==> config.mk <==
export PLATFORM = sky130hd
export DESIGN_NAME = snn_net_sequencer
export DESIGN_NICKNAME = d
export VERILOG_FILES = /design/src/rtl/snn_net_sequencer.sv
export SDC_FILE = /design/constraint.sdc
export NUM_CORES = 1
export LEC_CHECK = 0
export CAP_MARGIN = 20
export CORE_ASPECT_RATIO = 1.4
export CORE_MARGIN = 4
export CORE_UTILIZATION = 50
export CTS_CLUSTER_DIAMETER = 30
export CTS_CLUSTER_SIZE = 28
export DETAILED_ROUTE_END_ITERATION = 7
export PLACE_DENSITY_LB_ADDON = 0.3
export SYNTH_ARGS = -nofsm -noshare
export SYNTH_HDL_FRONTEND = slang
export SYNTH_SLANG_ARGS = --single-unit
==> constraint.sdc <==
create_clock -name clk -period 3 [get_ports clk]
set_input_delay 0.3 -clock clk [delete_from_list [all_inputs] [get_ports clk]]
set_output_delay 0.3 -clock clk [all_outputs]
set_load 0.01 [all_outputs]
==> src/rtl/snn_net_sequencer.sv <==
// -----------------------------------------------------------------------------
// snn_net_sequencer
//
// Purpose:
//   Programs the spiking XOR network through its addr/cmd/cmd_arg bus from a
//   small on-chip weight table, then samples the network output. Each accepted
//   start runs one fixed sequence:
//     network reset -> replay every table slot (drive, then one idle gap)
//     -> settle for SETTLE_CYCLES -> sample net_out -> report with done.
//
// Optional feature (compile-time macro):
//   SNN_SEQ_CHECK_EN  When defined, result is compared against the expected
//                     value latched with start; mismatch flags the difference
//                     and err_cnt counts mismatches (saturating at 255).
//                     When undefined, mismatch and err_cnt are tied to 0 and
//                     the expected input is ignored.
//
// Ports:
//   clk, rst_n            clock (rising edge), asynchronous active-low reset
//   tbl_we/tbl_idx/...    table write port; tbl_drop pulses for a rejected write
//   start, in1, in2       run request and network inputs for the run
//   expected              expected network output, sampled with start
//   busy, done, result    run status, one-cycle completion pulse, sampled out
//   mismatch, err_cnt     compare result and saturating mismatch count
//   net_rst               active-high reset to the network
//   net_addr/cmd/arg      network programming bus (addr all-ones = idle)
//   net_in1, net_in2      network inputs, held from start to next start
//   net_out               network output
// -----------------------------------------------------------------------------
module snn_net_sequencer #(
  parameter int INT_WIDTH     = 4,
  parameter int FLOAT_WIDTH   = 2 * INT_WIDTH,
  parameter int ADDR_WIDTH    = 3,
  parameter int CMD_WIDTH     = 3,
  parameter int NUM_WEIGHTS   = 6,
  parameter int SETTLE_CYCLES = 25,
  localparam int IDX_WIDTH    = (NUM_WEIGHTS > 1) ? $clog2(NUM_WEIGHTS) : 1
) (
  input  logic                   clk,
  input  logic                   rst_n,

  input  logic                   tbl_we,
  input  logic [IDX_WIDTH-1:0]   tbl_idx,
  input  logic [ADDR_WIDTH-1:0]  tbl_addr,
  input  logic [CMD_WIDTH-1:0]   tbl_cmd,
  input  logic [FLOAT_WIDTH-1:0] tbl_weight,
  output logic                   tbl_drop,

  input  logic                   start,
  input  logic                   in1,
  input  logic                   in2,
  input  logic                   expected,
  output logic                   busy,
  output logic                   done,
  output logic                   result,
  output logic                   mismatch,
  output logic [7:0]             err_cnt,

  output logic                   net_rst,
  output logic [ADDR_WIDTH-1:0]  net_addr,
  output logic [CMD_WIDTH-1:0]   net_cmd,
  output logic [FLOAT_WIDTH-1:0] net_arg,
  output logic                   net_in1,
  output logic                   net_in2,
  input  logic                   net_out
);

  localparam int CNT_WIDTH = (SETTLE_CYCLES > 1) ? $clog2(SETTLE_CYCLES) : 1;

  localparam logic [ADDR_WIDTH-1:0] IDLE_ADDR   = '1;
  localparam logic [IDX_WIDTH-1:0]  LAST_IDX    = IDX_WIDTH'(NUM_WEIGHTS - 1);
  localparam logic [IDX_WIDTH:0]    NUM_SLOTS   = (IDX_WIDTH + 1)'(NUM_WEIGHTS);
  localparam logic [CNT_WIDTH-1:0]  SETTLE_LAST = CNT_WIDTH'(SETTLE_CYCLES - 1);

  typedef enum logic [2:0] {
    S_IDLE,
    S_NRST,
    S_DRIVE,
    S_GAP,
    S_SETTLE,
    S_SAMPLE
  } state_t;

  state_t                 state;
  logic [IDX_WIDTH-1:0]   idx;
  logic [CNT_WIDTH-1:0]   settle_cnt;

  // ---------------------------------------------------------------------------
  // Weight table. Payload lives in plain arrays (no reset) so it can map to
  // distributed/block memory; only the valid bits need clearing on reset.
  // ---------------------------------------------------------------------------
  logic [ADDR_WIDTH-1:0]  mem_addr   [NUM_WEIGHTS];
  logic [CMD_WIDTH-1:0]   mem_cmd    [NUM_WEIGHTS];
  logic [FLOAT_WIDTH-1:0] mem_weight [NUM_WEIGHTS];
  logic [NUM_WEIGHTS-1:0] valid;

  logic idx_in_range;
  logic wr_ok;

  assign idx_in_range = ({1'b0, tbl_idx} < NUM_SLOTS);
  // busy is the registered run flag, so a write on the accepting edge still
  // lands and the run that starts on that edge sees the new entry.
  assign wr_ok        = tbl_we && !busy && idx_in_range;

  always_ff @(posedge clk) begin
    if (wr_ok) begin
      mem_addr[tbl_idx]   <= tbl_addr;
      mem_cmd[tbl_idx]    <= tbl_cmd;
      mem_weight[tbl_idx] <= tbl_weight;
    end
  end

  always_ff @(posedge clk or negedge rst_n) begin
    if (!rst_n) begin
      valid <= '0;
    end else if (wr_ok) begin
      valid[tbl_idx] <= 1'b1;
    end
  end

  // Slot to place on the bus at the next edge: slot 0 when leaving NRST,
  // the following slot when leaving a GAP. The read data is registered
  // straight into the bus outputs.
  logic [IDX_WIDTH-1:0]   rd_idx;
  logic                   rd_valid;
  logic [ADDR_WIDTH-1:0]  rd_addr;
  logic [CMD_WIDTH-1:0]   rd_cmd;
  logic [FLOAT_WIDTH-1:0] rd_weight;

  always_comb begin
    rd_idx = '0;
    if (state == S_GAP) begin
      rd_idx = idx + 1'b1;
    end
  end

  assign rd_valid  = valid[rd_idx];
  assign rd_addr   = mem_addr[rd_idx];
  assign rd_cmd    = mem_cmd[rd_idx];
  assign rd_weight = mem_weight[rd_idx];

`ifdef SNN_SEQ_CHECK_EN
  logic expected_reg;
`else
  logic unused_expected;
  assign unused_expected = expected;
  assign mismatch        = 1'b0;
  assign err_cnt         = 8'd0;
`endif

  // ---------------------------------------------------------------------------
  // Sequencer FSM with registered outputs.
  // ---------------------------------------------------------------------------
  always_ff @(posedge clk or negedge rst_n) begin
    if (!rst_n) begin
      state      <= S_IDLE;
      idx        <= '0;
      settle_cnt <= '0;
      busy       <= 1'b0;
      done       <= 1'b0;
      result     <= 1'b0;
      tbl_drop   <= 1'b0;
      net_rst    <= 1'b1;
      net_addr   <= IDLE_ADDR;
      net_cmd    <= '0;
      net_arg    <= '0;
      net_in1    <= 1'b0;
      net_in2    <= 1'b0;
`ifdef SNN_SEQ_CHECK_EN
      expected_reg <= 1'b0;
      mismatch     <= 1'b0;
      err_cnt      <= 8'd0;
`endif
    end else begin
      done     <= 1'b0;
      net_rst  <= 1'b0;
      tbl_drop <= tbl_we && (busy || !idx_in_range);

      case (state)
        S_IDLE: begin
          // A start coinciding with the done pulse is deliberately dropped.
          if (start && !done) begin
            net_in1 <= in1;
            net_in2 <= in2;
`ifdef SNN_SEQ_CHECK_EN
            expected_reg <= expected;
`endif
            net_rst <= 1'b1;
            busy    <= 1'b1;
            state   <= S_NRST;
          end
        end

        S_NRST: begin
          idx      <= '0;
          net_addr <= rd_valid ? rd_addr : IDLE_ADDR;
          net_cmd  <= rd_valid ? rd_cmd : '0;
          net_arg  <= rd_valid ? rd_weight : '0;
          state    <= S_DRIVE;
        end

        S_DRIVE: begin
          net_addr <= IDLE_ADDR;
          net_cmd  <= '0;
          net_arg  <= '0;
          state    <= S_GAP;
        end

        S_GAP: begin
          if (idx == LAST_IDX) begin
            settle_cnt <= '0;
            state      <= S_SETTLE;
          end else begin
            idx      <= idx + 1'b1;
            net_addr <= rd_valid ? rd_addr : IDLE_ADDR;
            net_cmd  <= rd_valid ? rd_cmd : '0;
            net_arg  <= rd_valid ? rd_weight : '0;
            state    <= S_DRIVE;
          end
        end

        S_SETTLE: begin
          if (settle_cnt == SETTLE_LAST) begin
            state <= S_SAMPLE;
          end else begin
            settle_cnt <= settle_cnt + 1'b1;
          end
        end

        S_SAMPLE: begin
          result <= net_out;
          done   <= 1'b1;
          busy   <= 1'b0;
`ifdef SNN_SEQ_CHECK_EN
          mismatch <= (net_out != expected_reg);
          if ((net_out != expected_reg) && (err_cnt != 8'hFF)) begin
            err_cnt <= err_cnt + 8'd1;
          end
`endif
          state <= S_IDLE;
        end

        default: begin
          state <= S_IDLE;
        end
      endcase
    end
  end

endmodule

==> results.py <==
metrics = {
    "outcome": {
        "status": "completed",
    },
    "power": {
        "leakagePower_nw": 2.37,
        "p_sw_mw": 1.78,
        "swShare": 0.300,
        "powerDensity_nw_per_um2": 941,
        "pwr-share-seq": 0.352,
        "power_frac_clock": 0.349,
        "intPower_mw": 4.16,
        "peakVddDrop_mv": 0.461,
        "combPwrFrac": 0.299,
    },
    "cells_and_area": {
        "utilization": 0.635,
        "nets": 445,
        "multi_input_area_um2": 1500,
        "diodes": 0,
        "fill_cells": 731,
        "area_delta_synth_final_pct": 23.2,
        "regArea_um2": 3480,
        "drive_gt1_frac": 0.166,
    },
    "logic_synthesis": {
        "synth_ff_type": "edfxtp_1",
        "synth_mux_area_frac": 0.0447,
        "post_synth.cell_area_avg_um2": 14.2,
        "ys_seq_area_frac": 0.679,
        "synth_top_area_cell": "edfxtp_1",
        "ys_async_sr_fraction": 0.311,
        "yosys-top-cells-area": "edfxtp_1, dfrtp_1, a22o_1, a21oi_1, mux2i_1",
        "yosys-top-cells-count": "edfxtp_1, a22o_1, dfrtp_1",
        "synthAdderAreaFrac": 0.00977,
        "synth_top_family_by_area": "compound AO/OA/AOI/OAI gates",
        "yosys.area.top_type_share": 0.492,
        "yosysUniqueCellTypes": 44,
        "synth-simple-area-share": 0.0896,
        "netlist_instances": 360,
        "ys_ff_latch": 122,
        "synth_compound_area_frac": 0.132,
        "synth_area_um2": 5120,
        "synth_xor_area_frac": 0.00684,
        "synth_enable_flop_cells": 84,
        "synth_most_common_cell": "edfxtp_1",
        "yosysWarnings": 0,
    },
    "clocking": {
        "cts_tree": "built",
        "cts-hold-fix-buffers": 0,
        "cts-root-buf": "clkbuf_16",
        "cts_buffer_depth": 2,
        "path_clk_slew_ns": 0.06,
        "cts-htree-levels": 4,
        "numCtsBuffers": 17,
        "cts_setup_buffers": 0,
        "cts.repair.resized": 0,
        "clock-sinks": 122,
        "clock_latency_ns": 0.41,
    },
    "drt": {
        "drtPass1Iterations": 4,
        "ant_nets": 0,
        "wl_per_cell_um": 18.8,
        "dr_total_vias": 3163,
        "drtIter0Drc": 146,
        "drc_errors": 0,
        "wirelength_mm": 10.6,
        "routed_via_density": 5.61,
    },
    "grt": {
        "grt_pass1_vias": 3197,
        "grt_pass1_wl_mm": 16.6,
        "grt_usage": 0.190,
        "grt_max_degree": 39,
        "antenna_found_initial": 0,
        "grt_overflow": 0,
    },
    "floorplan": {
        "die-area_um2": 12000,
        "die_h_um": 128,
        "rows": 43,
        "ios": 55,
        "core_area_um2": 9950,
        "start_util": 0.515,
        "die_x_um": 93.6,
    },
    "worst_setup_path": {
        "rr_worst_depth": 7,
        "worstSetupPathType": "reg -> reg",
        "worst-path-buf-inv": 2,
        "worstPathCellList": "inv_1 -> ha_1 -> buf_4 -> o21ai_0 -> nor4b_4 -> a31o_4 -> a22o_1",
        "r2r_setup_slack_ns": 0.72,
        "required_ns": 3.35,
        "critPathMaxStageDelay_ns": 0.59,
        "r2r_start": "idx[1]$_DFFE_PN0P_",
        "path_delay_family": "compound AO/OA/AOI/OAI gates",
        "crit_slowest_cell": "ha_1",
        "worstPathMaxFanout": 14,
        "worstPathArrival_ns": 2.63,
        "cp-end-kind": "register",
        "startpoint_type": "register",
        "r2r_end": "net_arg[4]$_DFFE_PN0P_",
    },
    "timing": {
        "fin_crit_ns": 2.28,
        "fin_crit_sh": 0.760,
        "grt_setup_unrepaired": "no",
        "skew_ns": 0.00469,
        "finalSetupViolCount": 0,
        "hold_viol": 0,
        "final_max_slew_viol_count": 0,
        "fin_setup_tns_ns": 0,
        "fmax_ghz": 0.438,
        "worst_pin_slew_ns": 0.869,
        "slew_headroom": 0.420,
    },
    "place": {
        "dp_hpwl_mm": 6.30,
        "portBuffers": 44,
        "gp_congestion": 0.772,
    },
    "job": {
        "drv_cap": 0,
    },
    "hold_path": {
        "hold_path.class": "in -> async",
    },
}
==> metrics by stage <==
step	power, mW	cell area [um^2]	hold WS (ns)	std cells	worst slack [ns]
6_report	5.95	6320	0.00640	564	0.719
3_5_place_dp	3.88	5710	0.454	532	0.762
3_3_place_gp	3.85	5710	0.447	532	0.825
2_1_floorplan	3.29	5150	0.00441	368	0.702
4_1_cts	5.96	6320	0.0327	564	0.718
5_1_grt	6.19	6320	0.0648	564	0.624
==> kinds of logic after synthesis <==
| logic type | after synthesis |
|---|---|
| muxes | 22 |
| xor gates and xnor gates | 4 |
| DFF | 122 |
| buffers and inverters | 35 |
| and+or+nand+nor | 79 |
| AOI/OAI and AO/OA | 93 |
| adders and majority gates | 4 |
| other | 1 |
==> area by class of cell <==
| type | instances | share of cell area |
|---|---|---|
| clock buffers | 18 | 0.0679 |
| clock inverters | 14 | 0.0283 |
| inverters | 7 | 0.00416 |
| multi-input cells | 211 | 0.238 |
| flip-flops and latches | 122 | 0.551 |
| well taps | 135 | 0.0267 |
| repair buffers | 57 | 0.0844 |
==> state kept, by name (all words and copies together) (netlist names) <==
register and flops:
mem_weight 48, tbl_drop 1, result 1, net_in2 1, net_addr 3, state 3, busy 1, mem_addr 18
idx 3, mem_cmd 18, valid 6, net_rst 1, settle_cnt 5, net_in1 1, net_arg 8, net_cmd 3
done 1
==> how the worst max path moves through the flow <==
stage | startpoint | end | slack (ns) | cells past startpoint
after floorplan | busy$_DFFE_PN0P_ | mem_addr[0][0]$_DFFE_PP_ | 0.70 | 2
after global placement | idx[1]$_DFFE_PN0P_ | net_arg[6]$_DFFE_PN0P_ | 0.82 | 7
after detailed placement | idx[1]$_DFFE_PN0P_ | net_arg[4]$_DFFE_PN0P_ | 0.76 | 7
after CTS | idx[1]$_DFFE_PN0P_ | net_arg[4]$_DFFE_PN0P_ | 0.72 | 7
after global routing | idx[0]$_DFFE_PN0P_ | net_arg[4]$_DFFE_PN0P_ | 0.62 | 8
final | idx[1]$_DFFE_PN0P_ | net_arg[4]$_DFFE_PN0P_ | 0.72 | 7
==> placed cells by master (no fill, tap or decap), types with 5 or more instances in the layout <==
master	instances
a21oi_1	30
a22o_1	34
buf_4	13
clkbuf_16	17
clkdlybuf4s50_1	43
clkinv_2	5
conb_1	9
dfrtp_1	34
edfxtp_1	84
inv_1	7
mux2_2	7
mux2i_1	15
nand2_1	14
nand2b_1	11
nor2_1	20
o221ai_1	6
o31ai_1	11
or2_2	6
==> per-layer routing <==
metal / vias to the layer above / wire length (um) / global-route usage
li1: 1463 / - / -
met1: 1601 / 4430 / 0.223
met2: 77 / 5380 / 0.318
met3: 22 / 497 / 0.0546
met4: 0 / 270 / 0.0927
met5: - / 0 / 0
==> power by group through the flow <==
stage / clock (mW) / combinational, mW / sequential (mW)
4_1_cts: 2.10 / 1.77 / 2.09
2_1_floorplan: 0 / 1.13 / 2.15
3_5_place_dp: 0 / 1.76 / 2.12
3_3_place_gp: 0 / 1.73 / 2.12
5_1_grt: 2.18 / 1.89 / 2.11
6_report: 2.07 / 1.78 / 2.09
Note: power is estimated with default switching activity, not from simulation.
